$ cat config.mk
export PLATFORM = sky130hd
export DESIGN_NAME = serial_add_arb
export DESIGN_NICKNAME = d
export VERILOG_FILES = /design/src/rtl/serial_add_arb.sv
export SDC_FILE = /design/constraint.sdc
export NUM_CORES = 1
export LEC_CHECK = 0
export ABC_AREA = 1
export ABC_CLOCK_PERIOD_IN_PS = 1200
export BUFFER_PORTS_ARGS = -buffer_cell sky130_fd_sc_hd__buf_4
export CAP_MARGIN = 20
export CORE_MARGIN = 4
export CORE_UTILIZATION = 45
export CTS_BUF_LIST = sky130_fd_sc_hd__clkbuf_16
export DETAILED_ROUTE_END_ITERATION = 7
export GPL_TIMING_DRIVEN = 0
export PLACE_DENSITY = 0.78
export SETUP_SLACK_MARGIN = 0.15
export SLEW_MARGIN = 20
export SYNTH_ARGS = -nofsm -noshare
export SYNTH_HDL_FRONTEND = slang
export SYNTH_SLANG_ARGS = --single-unit
$ cat constraint.sdc
create_clock -name clk -period 1.2 [get_ports clk]
set_clock_uncertainty 0.2 [all_clocks]
set_input_delay 0.18 -clock clk [delete_from_list [all_inputs] [get_ports clk]]
set_output_delay 0.18 -clock clk [all_outputs]
set_load 0.005 [all_outputs]
$ cat src/rtl/serial_add_arb.sv
// serial_add_arb: two-requester arbiter feeding one shared bit-serial full-adder cell.
// Define ARB_ROUND_ROBIN_EN for round-robin tie-breaking; otherwise requester 0 wins ties.
module serial_add_arb #(
   parameter int unsigned WIDTH = 8
) (
   input  logic             clk,
   input  logic             rst_n,
   input  logic             req0_valid,
   output logic             req0_ready,
   input  logic [WIDTH-1:0] req0_a,
   input  logic [WIDTH-1:0] req0_b,
   input  logic             req0_cin,
   input  logic             req1_valid,
   output logic             req1_ready,
   input  logic [WIDTH-1:0] req1_a,
   input  logic [WIDTH-1:0] req1_b,
   input  logic             req1_cin,
   output logic             res_valid,
   input  logic             res_ready,
   output logic [WIDTH-1:0] res_sum,
   output logic             res_cout,
   output logic             res_id
);

   localparam int unsigned CntW = (WIDTH > 1) ? $clog2(WIDTH) : 1;

   typedef enum logic [1:0] {StIdle, StRun, StDone} state_e;

   state_e           state_q, state_d;
   logic [WIDTH-1:0] a_q, a_d, b_q, b_d, s_q, s_d;
   logic             c_q, c_d, cout_q, cout_d, id_q, id_d;
   logic [CntW-1:0]  cnt_q, cnt_d;
   logic             grant, accept, fa_sum, fa_carry;
   logic [WIDTH:0]   s_shift;

   // The one shared full-adder cell.
   assign fa_sum   = a_q[0] ^ b_q[0] ^ c_q;
   assign fa_carry = (a_q[0] & b_q[0]) | (c_q & (a_q[0] ^ b_q[0]));

   // New sum bit enters at the MSB while S shifts right.
   assign s_shift = {fa_sum, s_q};

`ifdef ARB_ROUND_ROBIN_EN
   logic last_grant_q;

   always_comb begin
      if (req0_valid && req1_valid) begin
         grant = ~last_grant_q;
      end else begin
         grant = req1_valid & ~req0_valid;
      end
   end

   always_ff @(posedge clk) begin
      if (!rst_n) begin
         last_grant_q <= 1'b1;
      end else if (accept) begin
         last_grant_q <= grant;
      end
   end
`else
   assign grant = req1_valid & ~req0_valid;
`endif

   assign req0_ready = (state_q == StIdle) & ~grant & rst_n;
   assign req1_ready = (state_q == StIdle) & grant & rst_n;
   assign accept     = (req0_valid & req0_ready) | (req1_valid & req1_ready);

   always_comb begin
      state_d = state_q;
      a_d     = a_q;
      b_d     = b_q;
      c_d     = c_q;
      s_d     = s_q;
      cnt_d   = cnt_q;
      cout_d  = cout_q;
      id_d    = id_q;
      unique case (state_q)
         StIdle: begin
            if (accept) begin
               a_d     = grant ? req1_a : req0_a;
               b_d     = grant ? req1_b : req0_b;
               c_d     = grant ? req1_cin : req0_cin;
               cnt_d   = '0;
               id_d    = grant;
               state_d = StRun;
            end
         end
         StRun: begin
            a_d   = a_q >> 1;
            b_d   = b_q >> 1;
            c_d   = fa_carry;
            s_d   = s_shift[WIDTH:1];
            cnt_d = cnt_q + CntW'(1);
            if (cnt_q == CntW'(WIDTH - 1)) begin
               cout_d  = fa_carry;
               state_d = StDone;
            end
         end
         StDone: begin
            if (res_ready) begin
               state_d = StIdle;
            end
         end
         default: state_d = StIdle;
      endcase
   end

   always_ff @(posedge clk) begin
      if (!rst_n) begin
         state_q <= StIdle;
         a_q     <= '0;
         b_q     <= '0;
         c_q     <= 1'b0;
         s_q     <= '0;
         cnt_q   <= '0;
         cout_q  <= 1'b0;
         id_q    <= 1'b0;
      end else begin
         state_q <= state_d;
         a_q     <= a_d;
         b_q     <= b_d;
         c_q     <= c_d;
         s_q     <= s_d;
         cnt_q   <= cnt_d;
         cout_q  <= cout_d;
         id_q    <= id_d;
      end
   end

   assign res_valid = (state_q == StDone);
   assign res_sum   = s_q;
   assign res_cout  = cout_q;
   assign res_id    = id_q;

endmodule

==> flow_summary.yaml <==
layout:
  n_antenna_cell: 0
  final_cell_mix: "nand2_1, buf_4, nand3_2"
  drive_gt1_share_pct: 48.0
  fin_nets: 366
  layout_commonest_cell: "nand2_1"
  syn_to_final_growth_pct: 73.5
die:
  fp-row-count: 21
  io_pins: 52
  die_area_mm2: 0.00461
  start_util_pct: 47.6
  die_width_um: 67.9
  core_mm2: 0.00339
  die_y_um: 67.9
power:
  finalPower_uw: 3540
  vdd_ir_drop_max_uv: 827
  p_per_area_mw_per_mm2: 1270
  p_leak_uw: 0.00143
timing:
  fin_ws_ns: -0.319
  period_needed_ns: 1.52
  hold_viol: 1
  finalSetupViolCount: 35
  fmax_mhz: 658
  worst_pin_slew_ns: 0.268
  worst_hold_slack_ns: -0.00681
  period_share_pct: 127
  rsz0062_at_grt: "true"
  slew_violations: 0
  max_slew_margin_pct: 82.1
critical_path:
  start_kind: "flop"
  critical_path_class: "reg -> reg"
  crit_required_ns: 1.22
  worst-path-buf-inv: 2
  cp_slowest_cell: "dfxtp_4"
  slowest_delay_ns: 0.36
  worstSetupEndpointType: "flop"
  cp_max_fo: 5
  worstPathArrival_ns: 1.54
  cp_top_family: "simple AND/OR/NAND/NOR gates"
  r2r_start: "state_q[0]"
  cp-startpoint: "state_q[0]"
  path_cells: "nor2_4 -> nand2_4 -> nor2_4 -> buf_4 -> nand2_1 -> nand3_1 -> nand2_1 -> inv_1"
yosys:
  syn-cell-area_mm2: 0.00161
  synth.avg_cell_area_um2: 6.48
  seq_area_frac_synth_pct: 39.7
  syn_nets: 291
  synth.ff_latch_count: 32
  synth.distinct_cells: 18
  yosysWarnings: 0
  synthCells: 249
drt:
  wl_per_cell_um: 16.0
  vias: 1990
  ant_nets: 0
  post-route-drc-count: 0
  drt_iter0_drc: 174
  first_pass_iters: 4
  drt_wl_total_um: 5940
  vias_per_cell: 5.36
run_status:
  failed_checks: "negative hold slack, negative setup slack"
  status: "finished with violations"
clock_tree:
  cts.reportedPaths.clkPinSlew_ns: 0.05
  cts_sinks: 32
  cts_tree: "yes"
  cts_root_buf: "clkbuf_16"
  h-tree-depth: 2
  cts_made_buffers: 5
  clockBufferDepth: 2
  insertion_delay_ns: 0.28
hold_path:
  hold_path_class: "in -> reg"
  worstHoldStart: "res_ready"
placed_design:
  port_buffers: 50
  gp_congestion: 0.902
  dpl.hpwl_um: 3190
global_route:
  gr-usage-all-layers_pct: 21.6
  grt_overflow_total: 0
  first_global_vias: 1612
  grt_max_degree: 11
  antenna_found_initial: 0
  grt_pass1_wl_um: 7470
flow_run:
  maxCapViolations: 0
[report_power, final]
group	leakage, uW	switching, uW	internal, uW	total (uW)
clock network	0.0000850	451	966	1420
logic	0.00108	488	439	927
registers	0.000267	60.1	1140	1200
[per-stage QoR]
step | std cells | TNS, ns | setup slack (ns) | area [um2] | utilization, %
2_1_floorplan | 249 | -1.18 | -0.0778 | 1670 | -
3_3_place_gp | 345 | -4.62 | -0.216 | 2110 | 62.2
3_5_place_dp | 345 | -5.12 | -0.244 | 2110 | 62.2
4_1_cts | 361 | -5.10 | -0.213 | 2440 | 72.1
5_1_grt | 371 | -9.39 | -0.371 | 2800 | 82.5
6_report | 371 | -7.76 | -0.319 | 2800 | 82.5
[timing repair]
item / 4_1_cts / 5_1_grt
hold endpoints to repair: 1 / 1
resized for setup: 34 / 60
gates cloned: 2 / 0
buffers inserted: 6 / 10
pin swaps: 2 / 16
endpoints found under the setup margin: 45 / 45
[flip-flops by register name (all words and copies together) (netlist names)]
| signal | cells |
|---|---|
| state_q | 2 |
| c_q | 1 |
| a_q | 8 |
| cnt_q | 3 |
| res_cout | 1 |
| res_id | 1 |
| b_q | 8 |
| res_sum | 8 |
[Yosys cell counts (all sizes together)]
master,instances,share of area [%]
dfxtp,32,40
nand3,48,15
buf,10,3.2
o21ai,6,1.9
inv,30,7.0
fa,1,1.2
ha,2,1.6
o22ai,6,2.3
nand2,99,24
a21oi,4,1.2
nor2,11,3.2
[metal layers]
layer / vias to the layer above / track usage, % / share of wire, %
met5: - / 0 / 0
met1: 935 / 30.2 / 38
met2: 95 / 32.1 / 52
li1: 937 / - / -
met3: 23 / 5.09 / 7.2
met4: 0 / 8.19 / 3.2
[cell type report]
class / count / area (um2)
buffer: 10 / 80.1
clock buffer: 5 / 125
clock inverter: 3 / 38.8
fill: 203 / 592
inverter: 30 / 125
multi-input combinational: 177 / 1100
sequential: 32 / 658
tap: 46 / 57.6
timing repair buffer: 68 / 612
[final timing paths]
kind	slack [ns]	to	depth (start not counted)
max	-0.32	b_q[0]	8
min	-0.007	state_q[1]	4
max reg2reg	-0.32	b_q[0]	8
min reg2reg	0.27	res_sum[0]	2
[worst register-to-register path, stage by stage (launching register included)]
cell     delay, ns
dfxtp_4       0.36
nor2_4        0.15
nand2_4       0.09
nor2_4        0.20
buf_4         0.17
nand2_1       0.06
nand3_1       0.09
nand2_1       0.06
inv_1         0.07
[logic make-up (layout without fill, tap and decap cells)]
logic type / count (synthesis) / in the layout / share of synthesized area (%)
DFF: 32 / 32 / 39.7
adders and majority gates: 3 / 3 / 2.79
and+or+nand+nor: 158 / 158 / 41.9
AOI/OAI and AO/OA: 16 / 16 / 5.43
buffers and inverters: 40 / 116 / 10.2
No activity file was read; power rests on OpenSTA's default activity.
